## config.mk

```make
export PLATFORM = sky130hd
export DESIGN_NAME = instr_fetch_unit
export DESIGN_NICKNAME = d
export VERILOG_FILES = /design/src/rtl/instr_fetch_unit.sv
export SDC_FILE = /design/constraint.sdc
export NUM_CORES = 1
export LEC_CHECK = 0
export BUFFER_PORTS_ARGS = -buffer_cell sky130_fd_sc_hd__buf_2
export CORE_UTILIZATION = 49
export DETAILED_ROUTE_END_ITERATION = 6
export HOLD_SLACK_MARGIN = 0.12
export PLACE_DENSITY = 0.77
export SLEW_MARGIN = 5
export SYNTH_ARGS = -nofsm -noshare
export SYNTH_HDL_FRONTEND = slang
export SYNTH_SLANG_ARGS = --single-unit
```

## constraint.sdc

```tcl
create_clock -name clk -period 5.6 [get_ports clk]
set_input_delay 1.4 -clock clk [delete_from_list [all_inputs] [get_ports clk]]
set_output_delay 1.4 -clock clk [all_outputs]
set_load 0.005 [all_outputs]
```

## src/rtl/instr_fetch_unit.sv

```systemverilog
`default_nettype none
`timescale 1ns/1ps
//============================================================================
// Module      : instr_fetch_unit
// Description : Fetch stage ahead of main_control_unit. Holds the PC, issues
//               one word read at a time to instruction memory, buffers the
//               returned words in a small FIFO and presents each one to
//               decode with pre-sliced fields over a valid/ready handshake.
//               PC redirects flush buffered and in-flight instructions.
// Ports       : clk, rst             - clock, async active-high reset
//               imem_req_*           - fetch request (valid/ready, addr)
//               imem_rsp_*           - in-order read response
//               redirect_valid/pc    - branch/jump target pulse
//               dec_valid/ready      - decode handshake
//               dec_pc/instr/fields  - head-of-buffer instruction
// Revision    : 1.0 - initial release
//============================================================================
module instr_fetch_unit #(
    parameter logic [31:0] RESET_PC  = 32'h0000_0000,
    parameter int          BUF_DEPTH = 2
) (
    input  logic        clk,
    input  logic        rst,
    output logic        imem_req_valid,
    output logic [31:0] imem_req_addr,
    input  logic        imem_req_ready,
    input  logic        imem_rsp_valid,
    input  logic [31:0] imem_rsp_data,
    input  logic        redirect_valid,
    input  logic [31:0] redirect_pc,
    output logic        dec_valid,
    input  logic        dec_ready,
    output logic [31:0] dec_pc,
    output logic [31:0] dec_instr,
    output logic [6:0]  dec_opcode,
    output logic [2:0]  dec_funct3,
    output logic [6:0]  dec_funct7,
    output logic [4:0]  dec_rd,
    output logic [4:0]  dec_rs1,
    output logic [4:0]  dec_rs2
);

    localparam int                 c_PTR_W   = $clog2(BUF_DEPTH);
    localparam logic [c_PTR_W:0]   c_DEPTH   = (c_PTR_W + 1)'(BUF_DEPTH);
    localparam logic [c_PTR_W:0]   c_CNT_ONE = (c_PTR_W + 1)'(1);
    localparam logic [c_PTR_W-1:0] c_PTR_ONE = c_PTR_W'(1);

    typedef enum logic [1:0] {
        S_IDLE = 2'd0,
        S_REQ  = 2'd1,
        S_WAIT = 2'd2,
        S_DROP = 2'd3
    } state_t;

    state_t             r_state;
    logic [31:0]        r_pc;
    logic [31:0]        r_req_pc;
    logic [c_PTR_W-1:0] r_wptr;
    logic [c_PTR_W-1:0] r_rptr;
    logic [c_PTR_W:0]   r_count;
    logic [31:0]        r_buf_pc    [BUF_DEPTH];
    logic [31:0]        r_buf_instr [BUF_DEPTH];

    logic w_req_valid;
    logic w_fire;
    logic w_push;
    logic w_pop;
    logic w_dec_valid;

    // Only one request is ever outstanding and requests are issued solely
    // from REQ, so a free slot in the buffer is enough to guarantee the
    // response will have somewhere to land.
    assign w_req_valid = (r_state == S_REQ) && (r_count < c_DEPTH);
    assign w_fire      = w_req_valid && imem_req_ready;
    // A response coinciding with a redirect belongs to the old path.
    assign w_push      = (r_state == S_WAIT) && imem_rsp_valid && !redirect_valid;
    assign w_dec_valid = (r_count != '0);
    assign w_pop       = w_dec_valid && dec_ready;

    always_ff @(posedge clk or posedge rst) begin
        if (rst) begin
            r_state  <= S_IDLE;
            r_pc     <= RESET_PC;
            r_req_pc <= '0;
            r_wptr   <= '0;
            r_rptr   <= '0;
            r_count  <= '0;
        end else if (redirect_valid) begin
            // An instruction popped this cycle still counts as delivered;
            // everything else in the buffer is discarded.
            r_pc    <= redirect_pc & ~32'h3;
            r_wptr  <= '0;
            r_rptr  <= '0;
            r_count <= '0;
            case (r_state)
                S_WAIT:  r_state <= imem_rsp_valid ? S_REQ : S_DROP;
                S_DROP:  r_state <= imem_rsp_valid ? S_REQ : S_DROP;
                // A request accepted this cycle is now stale and in flight.
                S_REQ:   r_state <= w_fire ? S_DROP : S_REQ;
                default: r_state <= S_REQ;
            endcase
        end else begin
            case (r_state)
                S_IDLE: r_state <= S_REQ;
                S_REQ: begin
                    if (w_fire) begin
                        r_req_pc <= r_pc;
                        r_pc     <= r_pc + 32'd4;
                        r_state  <= S_WAIT;
                    end
                end
                S_WAIT: begin
                    if (imem_rsp_valid) begin
                        r_state <= S_REQ;
                    end
                end
                default: begin
                    if (imem_rsp_valid) begin
                        r_state <= S_REQ;
                    end
                end
            endcase

            if (w_push) begin
                r_wptr <= r_wptr + c_PTR_ONE;
            end
            if (w_pop) begin
                r_rptr <= r_rptr + c_PTR_ONE;
            end
            if (w_push && !w_pop) begin
                r_count <= r_count + c_CNT_ONE;
            end else if (!w_push && w_pop) begin
                r_count <= r_count - c_CNT_ONE;
            end
        end
    end

    // Buffer storage needs no reset: entries are only observed while
    // counted as occupied.
    always_ff @(posedge clk) begin
        if (w_push) begin
            r_buf_pc[r_wptr]    <= r_req_pc;
            r_buf_instr[r_wptr] <= imem_rsp_data;
        end
    end

    assign imem_req_valid = w_req_valid;
    assign imem_req_addr  = w_req_valid ? r_pc : 32'h0;

    assign dec_valid  = w_dec_valid;
    assign dec_pc     = w_dec_valid ? r_buf_pc[r_rptr]    : 32'h0;
    assign dec_instr  = w_dec_valid ? r_buf_instr[r_rptr] : 32'h0;
    assign dec_opcode = dec_instr[6:0];
    assign dec_funct3 = dec_instr[14:12];
    assign dec_funct7 = dec_instr[31:25];
    assign dec_rd     = dec_instr[11:7];
    assign dec_rs1    = dec_instr[19:15];
    assign dec_rs2    = dec_instr[24:20];

endmodule
`default_nettype wire

```

* After elaboration in Yosys (flattened, before gate mapping)
Memories as Yosys holds them, arrays and structs flattened. Index checks and enable logic that the tools add are counted.
Cells by class: add/subtract/negate cells 5, multiply operators 0, divide/modulo/power cells 0, order comparisons 1, eq/ne operators 4, shift-type cells 0, mux-type cells 22, bitwise operators 1, reduce and logical (&&, ||, !) cells 22
Operators by type and width (number):
- $mux W32 | 6
- $add A32 B3 Y32 const B | 1
- $mux W2 | 8
- $reduce_bool A2 Y1 | 5
- $pmux W2 S2 | 2
- $logic_and A1 B1 Y1 | 7
- $mux W1 | 6
- $eq A2 B2 Y1 const B | 2
- $reduce_and A2 Y1 | 2
- $reduce_bool A4 Y1 | 1
- $logic_not A1 Y1 | 3
- $ne A3 B3 Y1 const B | 1
- $reduce_and A3 Y1 | 1
- $reduce_bool A3 Y1 | 1
- $add A1 B1 Y1 const B | 2
- $add A2 B1 Y2 const B | 1
- $eq A2 B1 Y1 const B | 1
- $logic_not A2 Y1 | 1
- $lt A2 B2 Y1 const B | 1
- $reduce_or A2 Y1 | 1
- $sub A2 B1 Y2 const B | 1
- $not A1 Y1 | 1
Word-level totals: bits in registers 70, bits in latches 0, bits in writable memories 128, memory bits (read-only) 0, input bits 70, output and inout bits 130, word-level logic and storage cells 63, memories 2
Memory list:
- r_buf_instr | depth 2, width 32, read ports 1, clocked after Yosys merged registers in 0, wr ports 1, RTL line 62 | logic [31:0] r_buf_instr [BUF_DEPTH];
- r_buf_pc | depth 2, width 32, read ports 1, clocked after Yosys merged registers in 0, wr ports 1, RTL line 61 | logic [31:0] r_buf_pc [BUF_DEPTH];

* Depth between registers and ports, before layout
depth after elaboration 8, gate-level depth with buffers 6, gate-level depth less buffers 5

* Worst setup path before layout
Ideal clock, no wire load.
kind input port to flip-flop, start in redirect_valid, end mem r_buf_instr[1][0], enable pin, setup time 0.571 ns, data arrival time 6.561 ns, required time 5.029 ns, path slack -1.532 ns, cell stages on the path 4, path buffers 3, cell sequence clkbuf_1 buf_1 clkbuf_1 nor3b_1
Between the ends: word-level cells in the longest chain between the ends 4
RTL lines:
- start: declaration | RTL line 29 | input logic redirect_valid,
- $logic_not A1 Y1 | RTL line 76 | assign w_push = (r_state == S_WAIT) && imem_rsp_valid && !redirect_valid;
- $logic_and A1 B1 Y1 | RTL line 76
- $mux W1 | RTL line 141 | if (w_push) begin
- $mux W1 (not written as such) | RTL line 143 | r_buf_instr[r_wptr] <= imem_rsp_data;
- end: declaration | RTL line 62
Every way passes these cells.

* Final worst setup path
start reg r_rptr, end out dec_pc[31]
Between the ends: word-level cells in the longest chain between the ends 2
RTL lines:
- start: declaration | RTL line 59 | logic [c_PTR_W-1:0] r_rptr;
- start signal: assignment | RTL line 128 | r_rptr <= r_rptr + c_PTR_ONE;
- $mem_v2 Z2 W32
- $mux W32 | RTL line 151 | assign dec_pc = w_dec_valid ? r_buf_pc[r_rptr] : 32'h0;
- end: declaration | RTL line 33 | output logic [31:0] dec_pc,
Every way passes these cells.

==> metrics.yaml <==
clock_tree:
  clk_pin_slew_ns: 0.07
  cts_root_buf: "clkbuf_16"
  cts_resized: 0
  h-tree-depth: 4
  clkSinkCount: 190
  cts_buffer_depth: 2
  post_cts_buffers: 0
  cts_buffers: 17
  tritoncts: "done"
  clock_latency_ns: 0.43
  postCtsHoldBufs: 0
grt:
  overflow: 0
  grt_pass1_vias: 5443
  grt_max_degree: 53
  grt_usage_pct: 21.42
  grt_first_pass_wirelength_um: 28720
  antenna_found_initial: 0
power_and_ir_drop:
  combPwrFrac_pct: 10.7
  p_clk_share_pct: 35.4
  vdd_drop_max_v: 0.0002255
  swShare_pct: 24.60
  p_int_mw: 2.495
  switchingPower_mw: 0.8140
  power_density_mw_per_mm2: 330.6
  p_leak_nw: 3.949
  finalPower_mw: 3.309
  p_seq_share_pct: 53.9
floorplan:
  fp.dieH_um: 133.3
  dieArea_mm2: 0.01778
  io_pins: 200
  initial_core_util_pct: 50.61
  rows: 47
  coreArea_mm2: 0.01670
  die_x_um: 133.3
sta:
  period_share_pct: 67.28
  hold_viol: 0
  worst_clock_skew_ns: 0.01177
  slew_headroom_pct: 32.25
  setup_violations: 0
  layout_min_cycle_time_ns: 3.767
  slew_viol_final: 0
  rsz0062_at_grt: "false"
  max_freq_mhz: 265.4
  tightest_slew_ns: 1.013
  setup_tns_ns: 0
finish:
  drive_gt1_share_pct: 33.69
  mostFrequentLayoutCells: "buf_2, edfxtp_1, nor2_1"
  area_growth_pct: 18.38
  regArea_mm2: 0.005379
  diodes: 0
  multi_input_area_mm2: 0.002686
  fill_cells: 1363
  layout_commonest_cell: "buf_2"
  stdcell_area_mm2: 0.01001
  num-nets-final: 889
route:
  detail_route.wirelength_um: 18150
  vias: 5685
  drtIter0Drc: 365
  ant_nets: 0
  wl_per_cell_um: 17.27
  dr.pass1.iters: 5
  vias_per_cell: 5.409
  drc_errors: 0
place:
  routabilityCongestion: 0.8712
  hpwl_um: 12330
  post_dp_cell_area_mm2: 0.009428
  port_buffers: 193
logic_synthesis:
  synthFlopType: "edfxtp_1"
  synthCells: 663
  synth_edf_count: 124
  ys_seq_area_share_pct: 63.59
  ys_ff_latch: 190
  syn_area_mm2: 0.008453
  syn_avg_cell_area_um2: 12.75
  ys_types: 47
  ys_warn_count: 0
  ys_async_sr_fraction_pct: 34.74
worst_setup_path:
  cp_max_fo: 47
  rr_worst_depth: 3
  cp-start-kind: "flop"
  reg2reg_slack_ns: 3.09
  critPathArrivalTime_ns: 2.37
  crit_required_ns: 4.20
  path_class: "flop to output port"
  end_kind: "output port"
status:
  run_status: "finished clean"
job:
  maxCapViolations: 0
min_path:
  worstHoldPathCells: 0
  hold_class: "flop to flop"
logic make-up (layout without fill, tap and decap cells):
| logic type | after synthesis | in the layout | share of synthesized area [%] |
|---|---|---|---|
| AO/OA/AOI/OAI | 58 | 58 | 4.470 |
| adder cells (fa/ha/maj) | 1 | 1 | 0.1480 |
| other | 1 | 4 | 0.04436 |
| multiplexers | 93 | 93 | 11.46 |
| AND/OR/NAND/NOR | 231 | 231 | 14.05 |
| XOR/XNOR | 10 | 10 | 1.036 |
| buffers and inverters | 79 | 244 | 5.210 |
| flip-flops | 190 | 190 | 63.59 |
sequential cells by signal, indices dropped and copies added (netlist names):
name,flops
r_buf_pc,60
r_rptr,1
r_req_pc,30
r_count,2
r_state,2
r_buf_instr,64
r_pc,30
r_wptr,1
power groups by stage:
stage | sequential, mW | combinational (mW) | clock (mW)
final | 1.78 | 0.355 | 1.17
after floorplan | 1.76 | 0.243 | 0
after detailed placement | 1.81 | 0.357 | 0
after global routing | 1.80 | 0.396 | 1.25
after CTS | 1.78 | 0.360 | 1.20
after global placement | 1.80 | 0.345 | 0
synthesized netlist by cell type (2+ instances only):
| cell | n | area [um2] |
|---|---|---|
| a21oi_1 | 2 | 10.01 |
| a31oi_1 | 12 | 75.07 |
| and2_1 | 32 | 200.2 |
| and3_1 | 3 | 18.77 |
| buf_1 | 10 | 37.54 |
| buf_4 | 36 | 270.3 |
| clkbuf_1 | 22 | 82.58 |
| dfrtp_1 | 66 | 1652 |
| edfxtp_1 | 124 | 3724 |
| inv_1 | 9 | 33.78 |
| mux2_2 | 30 | 337.8 |
| mux2i_1 | 63 | 630.6 |
| nand2_1 | 34 | 127.6 |
| nand2b_1 | 2 | 12.51 |
| nand3_1 | 11 | 55.05 |
| nand4_1 | 17 | 106.4 |
| nor2_1 | 86 | 322.8 |
| nor2b_1 | 5 | 31.28 |
| nor3_1 | 4 | 20.02 |
| nor3b_1 | 2 | 15.01 |
| nor4_1 | 6 | 37.54 |
| o21ai_0 | 21 | 105.1 |
| o311ai_0 | 7 | 61.31 |
| o31a_1 | 2 | 17.52 |
| o31ai_1 | 9 | 67.56 |
| or2_2 | 4 | 25.02 |
| or3_1 | 9 | 56.30 |
| or4_1 | 7 | 52.55 |
| or4_4 | 2 | 22.52 |
| xnor2_1 | 4 | 35.03 |
| xor2_1 | 6 | 52.55 |
routing by layer:
metal / vias to the layer above / global-route usage [%] / wire, um
met4: 0 / 7.386 / 274
met2: 215 / 35.36 / 8954
met5: - / 0 / 0
met3: 24 / 3.995 / 1231
met1: 2767 / 28.50 / 7688
li1: 2679 / - / -
per-stage QoR:
stage                     hold WS (ns)  setup slack [ns]  utilization [%]  cells
after detailed placement        0.4546             2.094            56.45   1019
after floorplan                 0.4382            0.6732                -    666
after CTS                       0.4700             1.764            59.92   1051
final                           0.4683             1.833            59.92   1051
after global routing            0.4877             1.706            59.92   1051
after global placement          0.4457             2.112            56.45   1019
worst max-delay path, cell delays in order (launching register included):
cell and delay [ns]:
dfrtp_4 0.97, buf_4 0.45, mux2i_1 0.31, nor2_1 0.06, buf_2 0.14
path summary, 6_finish.rpt:
check                                   startpoint                  endpoint
setup / recovery                r_rptr$_DFFE_PP0P_                dec_pc[31]
min in group asynchronous                      rst  r_req_pc[12]$_DFFE_PP0P_
setup reg to reg            r_state[0]$_DFFE_PP0P_  r_buf_pc[0][2]$_DFFE_PP_
hold / removal             r_req_pc[2]$_DFFE_PP0P_  r_buf_pc[1][2]$_DFFE_PP_
max in group asynchronous                      rst   r_req_pc[2]$_DFFE_PP0P_
hold reg to reg            r_req_pc[2]$_DFFE_PP0P_  r_buf_pc[1][2]$_DFFE_PP_
cell type report:
| class | count | area share (%) |
|---|---|---|
| Sequential cell | 190 | 53.75 |
| Multi-Input combinational cell | 397 | 26.84 |
| Timing Repair Buffer | 203 | 10.53 |
| Clock buffer | 19 | 4.539 |
| Tap cell | 220 | 2.751 |
| Clock inverter | 13 | 1.250 |
| Inverter | 9 | 0.3376 |
(Power assumes the default switching activity.)
